File: config.mk
export PLATFORM = sky130hd
export DESIGN_NAME = noc_packetizer
export DESIGN_NICKNAME = d
export VERILOG_FILES = /design/src/rtl/noc_packetizer.sv
export SDC_FILE = /design/constraint.sdc
export NUM_CORES = 1
export LEC_CHECK = 0
export BUFFER_PORTS_ARGS = -buffer_cell sky130_fd_sc_hd__buf_2
export CORE_MARGIN = 1.5
export CORE_UTILIZATION = 30
export DETAILED_ROUTE_END_ITERATION = 7
export PLACE_DENSITY = 0.59
export SLEW_MARGIN = 15
export SYNTH_ARGS = -nofsm -noshare
export SYNTH_HDL_FRONTEND = slang
export SYNTH_SLANG_ARGS = --single-unit
export TNS_END_PERCENT = 20
File: constraint.sdc
create_clock -name clk -period 1.42 [get_ports clk]
set_clock_uncertainty 0.05 [all_clocks]
set_input_delay 0.284 -clock clk [delete_from_list [all_inputs] [get_ports clk]]
set_output_delay 0.284 -clock clk [all_outputs]
set_load 0.05 [all_outputs]
File: src/rtl/noc_packetizer.sv
// noc_packetizer: injection stage between a tile's message source and its
// local mesh router port. Turns a descriptor plus payload words into a
// wormhole packet (head flit, body flits, tail flit) through one registered
// output slot that honours router backpressure.
//
// Optional feature macro: NOC_PKT_PARITY_EN
//   defined   -> head flit bit 0 carries even parity over the whole head flit
//   undefined -> head flit bit 0 is zero
//
// state | meaning
// IDLE  | waiting for a descriptor; head (or head/tail) flit loaded on accept
// BODY  | streaming payload words; last word is tagged as tail
module noc_packetizer #(
  parameter int SRC_ID = 0,
  parameter int NODE_W = 2,
  parameter int LEN_W  = 4,
  parameter int FLIT_W = 64
) (
  input  logic              clk,
  input  logic              rst,
  input  logic              msg_valid,
  output logic              msg_ready,
  input  logic [NODE_W-1:0] msg_dest,
  input  logic [LEN_W-1:0]  msg_len,
  input  logic [FLIT_W-3:0] pl_data,
  input  logic              pl_valid,
  output logic              pl_ready,
  output logic [FLIT_W-1:0] flit_data_out,
  output logic              flit_valid_out,
  input  logic              flit_ready_in,
  output logic              busy
);

  typedef enum logic {IDLE, BODY} state_t;

  localparam logic [1:0] T_BODY      = 2'b00;
  localparam logic [1:0] T_HEAD      = 2'b01;
  localparam logic [1:0] T_TAIL      = 2'b10;
  localparam logic [1:0] T_HEAD_TAIL = 2'b11;
  localparam int PAD = FLIT_W - 2 - 2*NODE_W - LEN_W;
  localparam logic [NODE_W-1:0] SRC = NODE_W'(SRC_ID);

  state_t            state;
  logic [LEN_W-1:0]  remaining;
  logic              load_ok;
  logic              msg_hs;
  logic              pl_hs;
  logic [1:0]        head_type;
  logic [1:0]        body_type;
  logic [FLIT_W-1:0] head_base;
  logic [FLIT_W-1:0] head_flit;

  // The slot can take a new flit when empty or being drained this cycle;
  // this keeps back-to-back packets free of bubbles.
  assign load_ok   = !flit_valid_out || flit_ready_in;
  assign msg_ready = !rst && (state == IDLE) && load_ok;
  assign pl_ready  = !rst && (state == BODY) && load_ok;
  assign busy      = (state != IDLE) || flit_valid_out;
  assign msg_hs    = msg_valid && msg_ready;
  assign pl_hs     = pl_valid && pl_ready;

  assign head_type = (msg_len == '0) ? T_HEAD_TAIL : T_HEAD;
  assign body_type = (remaining == LEN_W'(1)) ? T_TAIL : T_BODY;
  assign head_base = {head_type, msg_dest, SRC, msg_len, {PAD{1'b0}}};

`ifdef NOC_PKT_PARITY_EN
  assign head_flit = {head_base[FLIT_W-1:1], ^head_base[FLIT_W-1:1]};
`else
  assign head_flit = head_base;
`endif

  // Packet FSM and the registered output slot.
  always_ff @(posedge clk) begin
    if (rst) begin
      state          <= IDLE;
      remaining      <= '0;
      flit_data_out  <= '0;
      flit_valid_out <= 1'b0;
    end else begin
      if (flit_valid_out && flit_ready_in)
        flit_valid_out <= 1'b0;
      case (state)
        IDLE: begin
          if (msg_hs) begin
            flit_data_out  <= head_flit;
            flit_valid_out <= 1'b1;
            remaining      <= msg_len;
            state          <= (msg_len == '0) ? IDLE : BODY;
          end
        end
        BODY: begin
          if (pl_hs) begin
            flit_data_out  <= {body_type, pl_data};
            flit_valid_out <= 1'b1;
            remaining      <= remaining - LEN_W'(1);
            if (remaining == LEN_W'(1))
              state <= IDLE;
          end
        end
        default: state <= IDLE;
      endcase
    end
  end

endmodule

### Word level (Yosys, flattened, before mapping)

Index checks and enable logic that the tools add are counted.

| word-level totals | value |
|---|---|
| flip-flop bits (word level) | 70 |
| input port bits | 73 |
| logic and storage cells | 39 |

| cells by class | value |
|---|---|
| add/sub/neg operators | 1 |
| equality and inequality tests | 3 |
| muxes and demuxes | 17 |
| bitwise logic cells | 1 |
| reduce and logical (&&, ||, !) cells | 13 |

Operators by type and width:

| kind | number |
|---|---|
| $mux 64 | 2 |
| $pmux 64 s2 | 1 |
| $mux 4 | 2 |
| $pmux 4 s2 | 1 |
| $logic_and 1x1->1 | 7 |
| $mux 1 | 7 |
| $eq 4x1->1 const B | 1 |
| $logic_not 4->1 | 1 |
| $mux 2 | 2 |
| $pmux 1 s2 | 2 |
| $sub 4x1->4 const B | 1 |
| $logic_not 1->1 | 2 |
| $logic_or 1x1->1 | 2 |
| $ne 2x1->1 const B | 1 |
| $ne 2x2->1 const B | 1 |
| $reduce_and 2->1 | 1 |
| $not 1->1 | 1 |

### Depth between registers and ports, before layout

Gate-level depths: netlist (run 1).

| depth | value |
|---|---|
| word-level depth | 6 |
| gate-level depth with buffers | 6 |
| depth with buffers taken out | 5 |

### Worst setup path after synthesis (run 1)

OpenSTA, ideal clock, no wires.

| timing | value |
|---|---|
| path type | reg-to-output |
| start point | register state |
| end point | output port msg_ready |
| data arrival time | 1851 ps |
| required time | 1086 ps |
| setup slack | -765 ps |
| stages on the path, launching flop included | 5 |
| path buffers | 3 |
| path through | dfxtp_1 -> buf_4 -> buf_2 -> buf_2 -> nor3_1 |

| on the way | value |
|---|---|
| cells in the longest elaborated chain, start to end | 3 |

Ends and longest elaborated chain:

| item | RTL line | source |
|---|---|---|
| start, declared | 43 | `state_t state;` |
| start signal, assigned | 88 | `state <= (msg_len == '0) ? IDLE : BODY;` |
| $not 1->1 | -- |  |
| $logic_and 1x1->1 (2 in a row) | 56 | `assign msg_ready = !rst && (state == IDLE) && load_ok;` |
| end, declared | 22 | `output logic msg_ready,` |

No other way between the ends.

### Worst setup path after layout (run 1)

Ends and elaborated chain as after synthesis.

==> results of run 1 <==
[flip-flops by register name (all words and copies together) (netlist names)]
register,cells
flit_data_out,64
remaining,4
flit_valid_out,1
state,1
[critical path, cell delays in order, from the launching register on]
cell and delay (ns):
dfxtp_4 0.37, buf_6 0.14, nor3_4 0.21, buf_6 0.19
[stage by stage]
step | setup TNS (ns) | hold slack [ns] | cells
4_1_cts | -7.068 | 0.08274 | 476
5_1_grt | -7.575 | 0.07439 | 485
2_1_floorplan | 0 | 0.3595 | 213
3_5_place_dp | -2.351 | 0.4085 | 459
3_3_place_gp | -1.418 | 0.4056 | 459
6_report | -5.133 | 0.1023 | 485
[area by class of cell]
class	count	area, um2
multi-input cells	118	1046
fillers	742	4139
clock inverters	4	76.32
flip-flops and latches	70	1409
clock buffers	12	166.4
well taps	105	131.4
inverters	5	18.77
repair buffers	171	1147
[placed cells by master (no fill, tap or decap), types with 2 or more instances in the layout]
master,instances
nor2b_1,5
dfxtp_4,2
dfxtp_1,68
mux2i_1,3
nor3_4,2
a211oi_2,2
a22o_1,56
o311ai_1,2
inv_1,5
o21ai_1,2
bufinv_16,2
nor3_1,2
buf_4,14
buf_6,7
ha_1,2
buf_8,2
clkbuf_16,6
buf_2,136
buf_12,6
a31oi_4,3
nand2_1,3
a31oi_1,6
clkbuf_8,10
a211oi_1,3
a21oi_1,6
[kinds of logic after synthesis]
group	Yosys count	synth area share
fa+ha+maj	2	0.01002
simple gates	23	0.05865
mux	4	0.01804
compound gates	89	0.2897
flops	70	0.5614
buf+inv	25	0.06215
[report_power, final]
group	leakage [nW]	switching [mW]	internal, mW
clock network	0.118	0.754	1.15
registers	0.571	0.0590	2.05
logic	1.22	0.593	0.407
[per-layer routing]
layer / up-vias / wire length (um) / GRT usage
met4: 0 / 89 / 0.06219
met5: - / 0 / 0
li1: 1144 / - / -
met3: 9 / 710 / 0.05663
met2: 113 / 3507 / 0.2398
met1: 1125 / 3263 / 0.1796
[synth_stat cells, types with 2 or more instances]
library cell | number | area share
nand2_1 | 3 | 0.0045
nor3_1 | 4 | 0.0080
dfxtp_1 | 70 | 0.56
nor2b_1 | 5 | 0.013
buf_2 | 7 | 0.014
clkbuf_1 | 4 | 0.0060
a211oi_1 | 5 | 0.015
buf_4 | 2 | 0.0060
buf_6 | 6 | 0.027
a21oi_1 | 6 | 0.012
ha_1 | 2 | 0.010
mux2i_1 | 3 | 0.012
o21ai_0 | 2 | 0.0040
nand2b_1 | 2 | 0.0050
a22o_1 | 56 | 0.20
inv_1 | 5 | 0.0075
o311ai_0 | 2 | 0.0070
a31oi_1 | 9 | 0.023
[how the worst min path moves through the flow]
stage                                    from                              to  slack, ns  depth (start not counted)
2_1_floorplan                      pl_data[0]   flit_data_out[0]$_SDFFE_PP0P_       0.36                          1
3_3_place_gp   flit_data_out[45]$_SDFFE_PP0P_  flit_data_out[45]$_SDFFE_PP0P_       0.41                          1
3_5_place_dp   flit_data_out[41]$_SDFFE_PP0P_  flit_data_out[41]$_SDFFE_PP0P_       0.41                          1
4_1_cts                           pl_data[10]  flit_data_out[10]$_SDFFE_PP0P_       0.08                          2
5_1_grt                            pl_data[1]   flit_data_out[1]$_SDFFE_PP0P_       0.07                          2
6_report                           pl_data[7]   flit_data_out[7]$_SDFFE_PP0P_       0.10                          2
[repair_timing]
action / 4_1_cts / 5_1_grt
pin swaps: 1 / 56
cloned: 0 / 5
resized for setup: 12 / 24
setup endpoints to repair: 67 / 72
buffers inserted: 1 / 4
==> results.cfg, run 1 <==
[status]
outcome = finished, violations left
violations = setup timing

[critical_path]
startpoint = state$_SDFF_PP0_
cp-start-kind = flop
r2r_cells = 6
worstSetupEndpoint = msg_ready
cp-end-kind = primary output
r2r-start = state$_SDFF_PP0_
r2r-end = flit_data_out[3]$_SDFFE_PP0P_
crit_fanout = 6
cp.arrival_ns = 1.24
r2r_setup_slack_ns = -0.12
worstSetupPathType = reg -> out
cp_data_required_time_ns = 1.09

[yosys]
syn_nets = 288
synthCells = 213
ys_seq_area_frac = 0.5614
netlist_area_um2 = 2496
post_synth.cell_area_avg_um2 = 11.72
yosys_warnings = 0
ys.flop_type = dfxtp_1
synth_edf_count = 0
synth_seq_cells = 70
yosysUniqueCellTypes = 38
postSynth.asyncResetShare = 0

[timing]
setup_viol = 67
rsz0062_at_grt = true
fin_crit_ns = 1.575
hold_violations = 0
maxSlewHeadroom = 0.6438
worst_pin_slew_ns = 0.5314
timing.final.ws_setup_ns = -0.1551
timing.final.crit_share = 1.109
slew_violations = 0
fmax_mhz = 634.9

[floorplan]
dieHeight_um = 94.22
pin_count = 141
rows = 33
core_um2 = 8134
start_util = 0.3069
fp.dieW_um = 94.22
dieArea_um2 = 8876

[global_routing]
grt_pass1_wl_mm = 10.36
grt_use_total = 0.1500
antenna_found_initial = 0
grt_max_degree = 48
grt_overflow = 0
grt_pass1_vias = 2214

[route]
ant_nets = 0
vias_per_cell = 4.930
wl_per_cell_um = 15.61
vias = 2391
drt_iter0_markers = 72
firstDrtPassIters = 4
drcViolationCount = 0
drt-total-wl_mm = 7.570

[power]
peakVddDrop_mv = 0.4724
power.density_nw_per_um2 = 1254
leakagePower_nw = 1.910
total_power_mw = 5.011

[run]
cap_violations = 0

[layout]
antenna_cells = 0
area_growth_pct = 60.05
fin_nets = 450
fin_area_um2 = 3995
final_core_util = 0.4912
drive_above_1_share = 0.5421

[place]
dp_hpwl_mm = 4.835
gp_congestion = 0.7970
place_area_um2 = 3417
io_buffers = 140
dp_slack_ns = -0.1715

[clock_tree]
clock-root-buffer = clkbuf_8
clkTransAtPathRegs_ns = 0.08
cts_hold_buf = 0
clock_latency_ns = 0.33
htree_num_levels = 3
cts_num_sinks = 70
cts_tree = yes
clockBufferDepth = 2
cts-buffers-inserted = 9

[worst_hold_path]
hold_path_class = in -> reg
No activity file was read; power rests on OpenSTA's default activity.
==> run 2, diff against run 1 <==
--- a/config.mk
+++ b/config.mk
@@ -5,9 +5,11 @@
 export SDC_FILE = /design/constraint.sdc
 export NUM_CORES = 1
 export LEC_CHECK = 0
+export ABC_CLOCK_PERIOD_IN_PS = 1420
 export BUFFER_PORTS_ARGS = -buffer_cell sky130_fd_sc_hd__buf_2
 export CORE_MARGIN = 1.5
 export CORE_UTILIZATION = 30
+export CTS_BUF_LIST = sky130_fd_sc_hd__clkbuf_8 sky130_fd_sc_hd__clkbuf_16
 export DETAILED_ROUTE_END_ITERATION = 7
 export PLACE_DENSITY = 0.59
 export SLEW_MARGIN = 15
==> run 2 against run 1 <==
The flow still finishes with violations (setup timing). Critical path type unchanged. Worst hold slack about the same. Clock power about the same. Design area unchanged. Global-route usage unchanged. Sequential power about the same. Highest routed layer unchanged. Sequential cell count unchanged. Via count about the same. Worst setup slack about the same.
==> results.cfg, run 2 (synthesis results as in run 1) <==
[timing]
fmax_mhz = 634.7
setup_viol = 67
timing.final.crit_share = 1.109
timing.final.ws_setup_ns = -0.1554
rsz0062_at_grt = true
slew_violations = 0
maxSlewHeadroom = 0.6407
hold_violations = 0
worst_pin_slew_ns = 0.5360
fin_crit_ns = 1.575

[route]
wl_per_cell_um = 15.61
vias_per_cell = 4.932
drt-total-wl_mm = 7.573
firstDrtPassIters = 4
ant_nets = 0
drt_iter0_markers = 70
vias = 2392
drcViolationCount = 0

[clock_tree]
cts-buffers-inserted = 9
cts_hold_buf = 0
htree_num_levels = 3
clock-root-buffer = clkbuf_8
clockBufferDepth = 2
cts_tree = yes
clkTransAtPathRegs_ns = 0.08
cts_num_sinks = 70
clock_latency_ns = 0.33

[floorplan]
dieArea_um2 = 8876
rows = 33
start_util = 0.3069
fp.dieW_um = 94.22
pin_count = 141
dieHeight_um = 94.22
core_um2 = 8134

[layout]
top_register = flit_data_out
antenna_cells = 0
drive_above_1_share = 0.5421
top_regs = flit_data_out (64), remaining (4)
area_growth_pct = 60.05
fin_nets = 450
layout_common_cells = buf_2 (136), dfxtp_1 (68), a22o_1 (56), buf_4 (14), clkbuf_8 (10)
largest_register_ffs = 64
final_common_cell = buf_2

[critical_path]
worstSetupPathType = reg -> out
cp-end-kind = primary output
crit_chain = buf_6 > nor3_4 > buf_6
crit_fanout = 6
r2r-start = state$_SDFF_PP0_
cp_data_required_time_ns = 1.09
cp.arrival_ns = 1.24
path_common_cell = buf_6
startpoint = state$_SDFF_PP0_
cp-start-kind = flop
cpMaxStageDelayCell = dfxtp_4
slowest_delay_ns = 0.37

[power]
power.density_nw_per_um2 = 1253
total_power_mw = 5.005
peakVddDrop_mv = 0.4723
leakagePower_nw = 1.914

[worst_hold_path]
hold_path_class = in -> reg
min_from = pl_data[7]

[status]
outcome = finished, violations left
violations = setup timing

[global_routing]
grt_pass1_wl_mm = 10.36
grt_pass1_vias = 2214
grt_use_total = 0.1500
grt_overflow = 0
grt_max_degree = 48
antenna_found_initial = 0

[place]
dp_slack_ns = -0.1715
gp_congestion = 0.7970
io_buffers = 140
dp_hpwl_mm = 4.835

[run]
cap_violations = 0
run 2: changes by cell type in the layout (fill, tap and decap cells not counted), sizes merged:
cell and change:
inv +1, clkbuf -1
run 2: path summary, 6_finish.rpt:
| check | end | slack (ns) | cells past startpoint |
|---|---|---|---|
| min reg2reg | flit_data_out[7]$_SDFFE_PP0P_ | 0.43 | 1 |
| min | flit_data_out[7]$_SDFFE_PP0P_ | 0.10 | 2 |
| max reg2reg | flit_data_out[3]$_SDFFE_PP0P_ | -0.12 | 6 |
| max | msg_ready | -0.16 | 3 |
run 2: where the power goes:
| part | internal (mW) | leakage (nW) | switching, mW |
|---|---|---|---|
| Combinational | 0.407 | 1.22 | 0.593 |
| Clock | 1.14 | 0.122 | 0.756 |
| Sequential | 2.05 | 0.571 | 0.0590 |
run 2: metal layers:
layer | global-route usage | vias to the layer above | part of all wire
li1 | - | 1144 | -
met1 | 0.1796 | 1126 | 0.43
met2 | 0.2398 | 113 | 0.47
met3 | 0.05663 | 9 | 0.094
met4 | 0.06219 | 0 | 0.012
met5 | 0 | - | 0
run 2: cell type report:
class	instances	area (um2)
Clock inverter	5	80.08
Fill cell	742	4139
Multi-Input combinational cell	118	1046
Tap cell	105	131.4
Sequential cell	70	1409
Inverter	5	18.77
Timing Repair Buffer	171	1147
Clock buffer	11	162.7
run 2: stage by stage:
stage,instances,hold WS (ns),setup TNS (ns),cell area [um2],util
after global placement,459,0.4056,-1.418,3417,0.4201
after detailed placement,459,0.4085,-2.351,3417,0.4201
after global routing,485,0.07439,-7.569,3995,0.4912
final,485,0.1019,-5.133,3995,0.4912
after CTS,476,0.08274,-7.065,3705,0.4555
after floorplan,213,0.3595,0,2540,-
run 2: repair_timing:
item	4_1_cts	5_1_grt
resized for setup	12	24
endpoints found under the setup margin	67	72
pin swaps	1	56
buffers inserted	1	4
cloned	0	5
run 2: critical path, delay by kind of cell (launching register included):
family / cells / cell delay (ns)
flops: 1 / 0.37
buf+inv: 2 / 0.33
simple gates: 1 / 0.21
==> run 3, diff against run 2 <==
--- a/config.mk
+++ b/config.mk
@@ -7,11 +7,12 @@
 export LEC_CHECK = 0
 export ABC_CLOCK_PERIOD_IN_PS = 1420
 export BUFFER_PORTS_ARGS = -buffer_cell sky130_fd_sc_hd__buf_2
+export CORE_ASPECT_RATIO = 0.8
 export CORE_MARGIN = 1.5
-export CORE_UTILIZATION = 30
+export CORE_UTILIZATION = 35
 export CTS_BUF_LIST = sky130_fd_sc_hd__clkbuf_8 sky130_fd_sc_hd__clkbuf_16
 export DETAILED_ROUTE_END_ITERATION = 7
-export PLACE_DENSITY = 0.59
+export PLACE_DENSITY = 0.67
 export SLEW_MARGIN = 15
 export SYNTH_ARGS = -nofsm -noshare
 export SYNTH_HDL_FRONTEND = slang
==> run 3 against run 2 <==
The run still ends with setup timing left. Worst hold slack worse by 0.0085 ns. Clock power shrank 8%. Sequential share of layout area up 1.5 points. Non-clock buffer count decreased by 2. Critical path depth unchanged. Final cell count fell by 4.1%. Maximum frequency rose by 2.6%. Core utilization rose by 6.3 points. Via count down 2.5%. Sequential power about the same. Combinational power down 6%. Critical path type unchanged.
==> results.cfg, run 3 (synthesis results as in run 1) <==
[status]
outcome = finished, violations left
violations = setup timing

[clock_tree]
clockBufferDepth = 2
cts_num_sinks = 70
htree_num_levels = 3
cts_hold_buf = 0
clock_latency_ns = 0.34
clock-root-buffer = clkbuf_8
cts-buffers-inserted = 9
cts_tree = yes
clkTransAtPathRegs_ns = 0.08

[worst_hold_path]
hold_path_class = in -> reg

[critical_path]
cp-start-kind = flop
cp-end-kind = primary output
worstSetupEndpoint = msg_ready
r2r_setup_slack_ns = -0.09
r2r_cells = 6
startpoint = flit_valid_out$_SDFF_PP0_
cp_data_required_time_ns = 1.09
r2r-end = flit_data_out[34]$_SDFFE_PP0P_
cp.arrival_ns = 1.20
worstSetupPathType = reg -> out
crit_fanout = 4
r2r-start = state$_SDFF_PP0_

[global_routing]
grt_max_degree = 35
antenna_found_initial = 0
grt_use_total = 0.1742
grt_pass1_vias = 2223
grt_overflow = 0
grt_pass1_wl_mm = 10.53

[floorplan]
core_um2 = 6892
rows = 27
fp.dieW_um = 97.42
start_util = 0.3622
dieArea_um2 = 7651
dieHeight_um = 78.54
pin_count = 141

[route]
firstDrtPassIters = 4
vias = 2333
ant_nets = 0
drcViolationCount = 0
wl_per_cell_um = 14.64
drt-total-wl_mm = 6.809
drt_iter0_markers = 83
vias_per_cell = 5.017

[layout]
top_regs = flit_data_out (64), remaining (4)
nFillCells = 613
area_growth_pct = 53.13
final_common_cell = buf_2
layout_common_cells = buf_2 (137), dfxtp_1 (68), a22o_1 (56), buf_4 (19), clkbuf_8 (9)
drive_above_1_share = 0.5397
antenna_cells = 0
top_register = flit_data_out
fin_nets = 448
largest_register_ffs = 64

[timing]
timing.final.crit_share = 1.082
fin_setup_tns_ns = -3.811
fmax_mhz = 651.0
rsz0062_at_grt = true
setup_viol = 61
fin_crit_ns = 1.536
maxSlewHeadroom = 0.6947
hold_violations = 0
timing.final.ws_setup_ns = -0.1161
worst_pin_slew_ns = 0.4453
slew_violations = 0

[power]
peakVddDrop_mv = 0.4802
leakagePower_nw = 1.866
power.density_nw_per_um2 = 1249
total_power_mw = 4.774

[run]
cap_violations = 0

[place]
io_buffers = 140
gp_congestion = 0.7990
dp_hpwl_mm = 4.475
## run 3: cell types whose count changed in the layout (fill, tap and decap cells not counted), sizes merged
cell and change:
clkbuf -6, clkinv +2, buf +2
## run 3: critical path, stage by stage, from the launching register on
cell,delay (ns)
dfxtp_4,0.36
and2b_4,0.18
nor3_4,0.14
buf_6,0.18
## run 3: how the worst min path moves through the flow
stage | startpoint | endpoint | depth (start not counted)
6_report | pl_data[7] | flit_data_out[7]$_SDFFE_PP0P_ | 2
5_1_grt | pl_data[58] | flit_data_out[58]$_SDFFE_PP0P_ | 2
4_1_cts | pl_data[58] | flit_data_out[58]$_SDFFE_PP0P_ | 2
3_3_place_gp | flit_data_out[33]$_SDFFE_PP0P_ | flit_data_out[33]$_SDFFE_PP0P_ | 1
3_5_place_dp | flit_data_out[44]$_SDFFE_PP0P_ | flit_data_out[44]$_SDFFE_PP0P_ | 1
2_1_floorplan | pl_data[0] | flit_data_out[0]$_SDFFE_PP0P_ | 1
## run 3: repair_timing
action	CTS	global route
buffers inserted	3	3
setup endpoints to repair	69	70
cloned	0	2
pin swaps	43	3
resized for setup	15	8
## run 3: report_power, final
group,leakage [nW],switching [mW],internal (mW),total [mW]
Combinational,1.19,0.569,0.366,0.936
Sequential,0.570,0.0520,2.05,2.10
Clock,0.110,0.757,0.979,1.74
## run 3: layer usage
| layer | vias to the layer above | GRT usage | routed length (um) |
|---|---|---|---|
| met5 | - | 0 | 0 |
| met4 | 0 | 0.08143 | 99 |
| met3 | 9 | 0.05521 | 427 |
| met2 | 87 | 0.2611 | 2957 |
| met1 | 1097 | 0.2286 | 3324 |
| li1 | 1140 | - | - |
## run 3: final cells by class
| cell class | instances | area (um2) | area share |
|---|---|---|---|
| inverter | 5 | 18.77 | 0.004910 |
| multi-input combinational | 118 | 1016 | 0.2658 |
| clock buffer | 9 | 123.9 | 0.03241 |
| timing repair buffer | 169 | 1059 | 0.2769 |
| clock inverter | 7 | 90.09 | 0.02357 |
| tap | 87 | 108.9 | 0.02848 |
| sequential | 70 | 1406 | 0.3679 |
## run 3: through the flow
step | setup slack, ns | utilization | hold slack (ns) | instance area (um2) | std cells
CTS | -0.1349 | 0.5359 | 0.07337 | 3694 | 460
global route | -0.1683 | 0.5546 | 0.07268 | 3822 | 465
floorplan | 0.004344 | - | 0.3595 | 2540 | 213
global placement | -0.09814 | 0.4944 | 0.4051 | 3407 | 441
detailed placement | -0.1448 | 0.4944 | 0.4083 | 3407 | 441
finish | -0.1161 | 0.5546 | 0.09338 | 3822 | 465
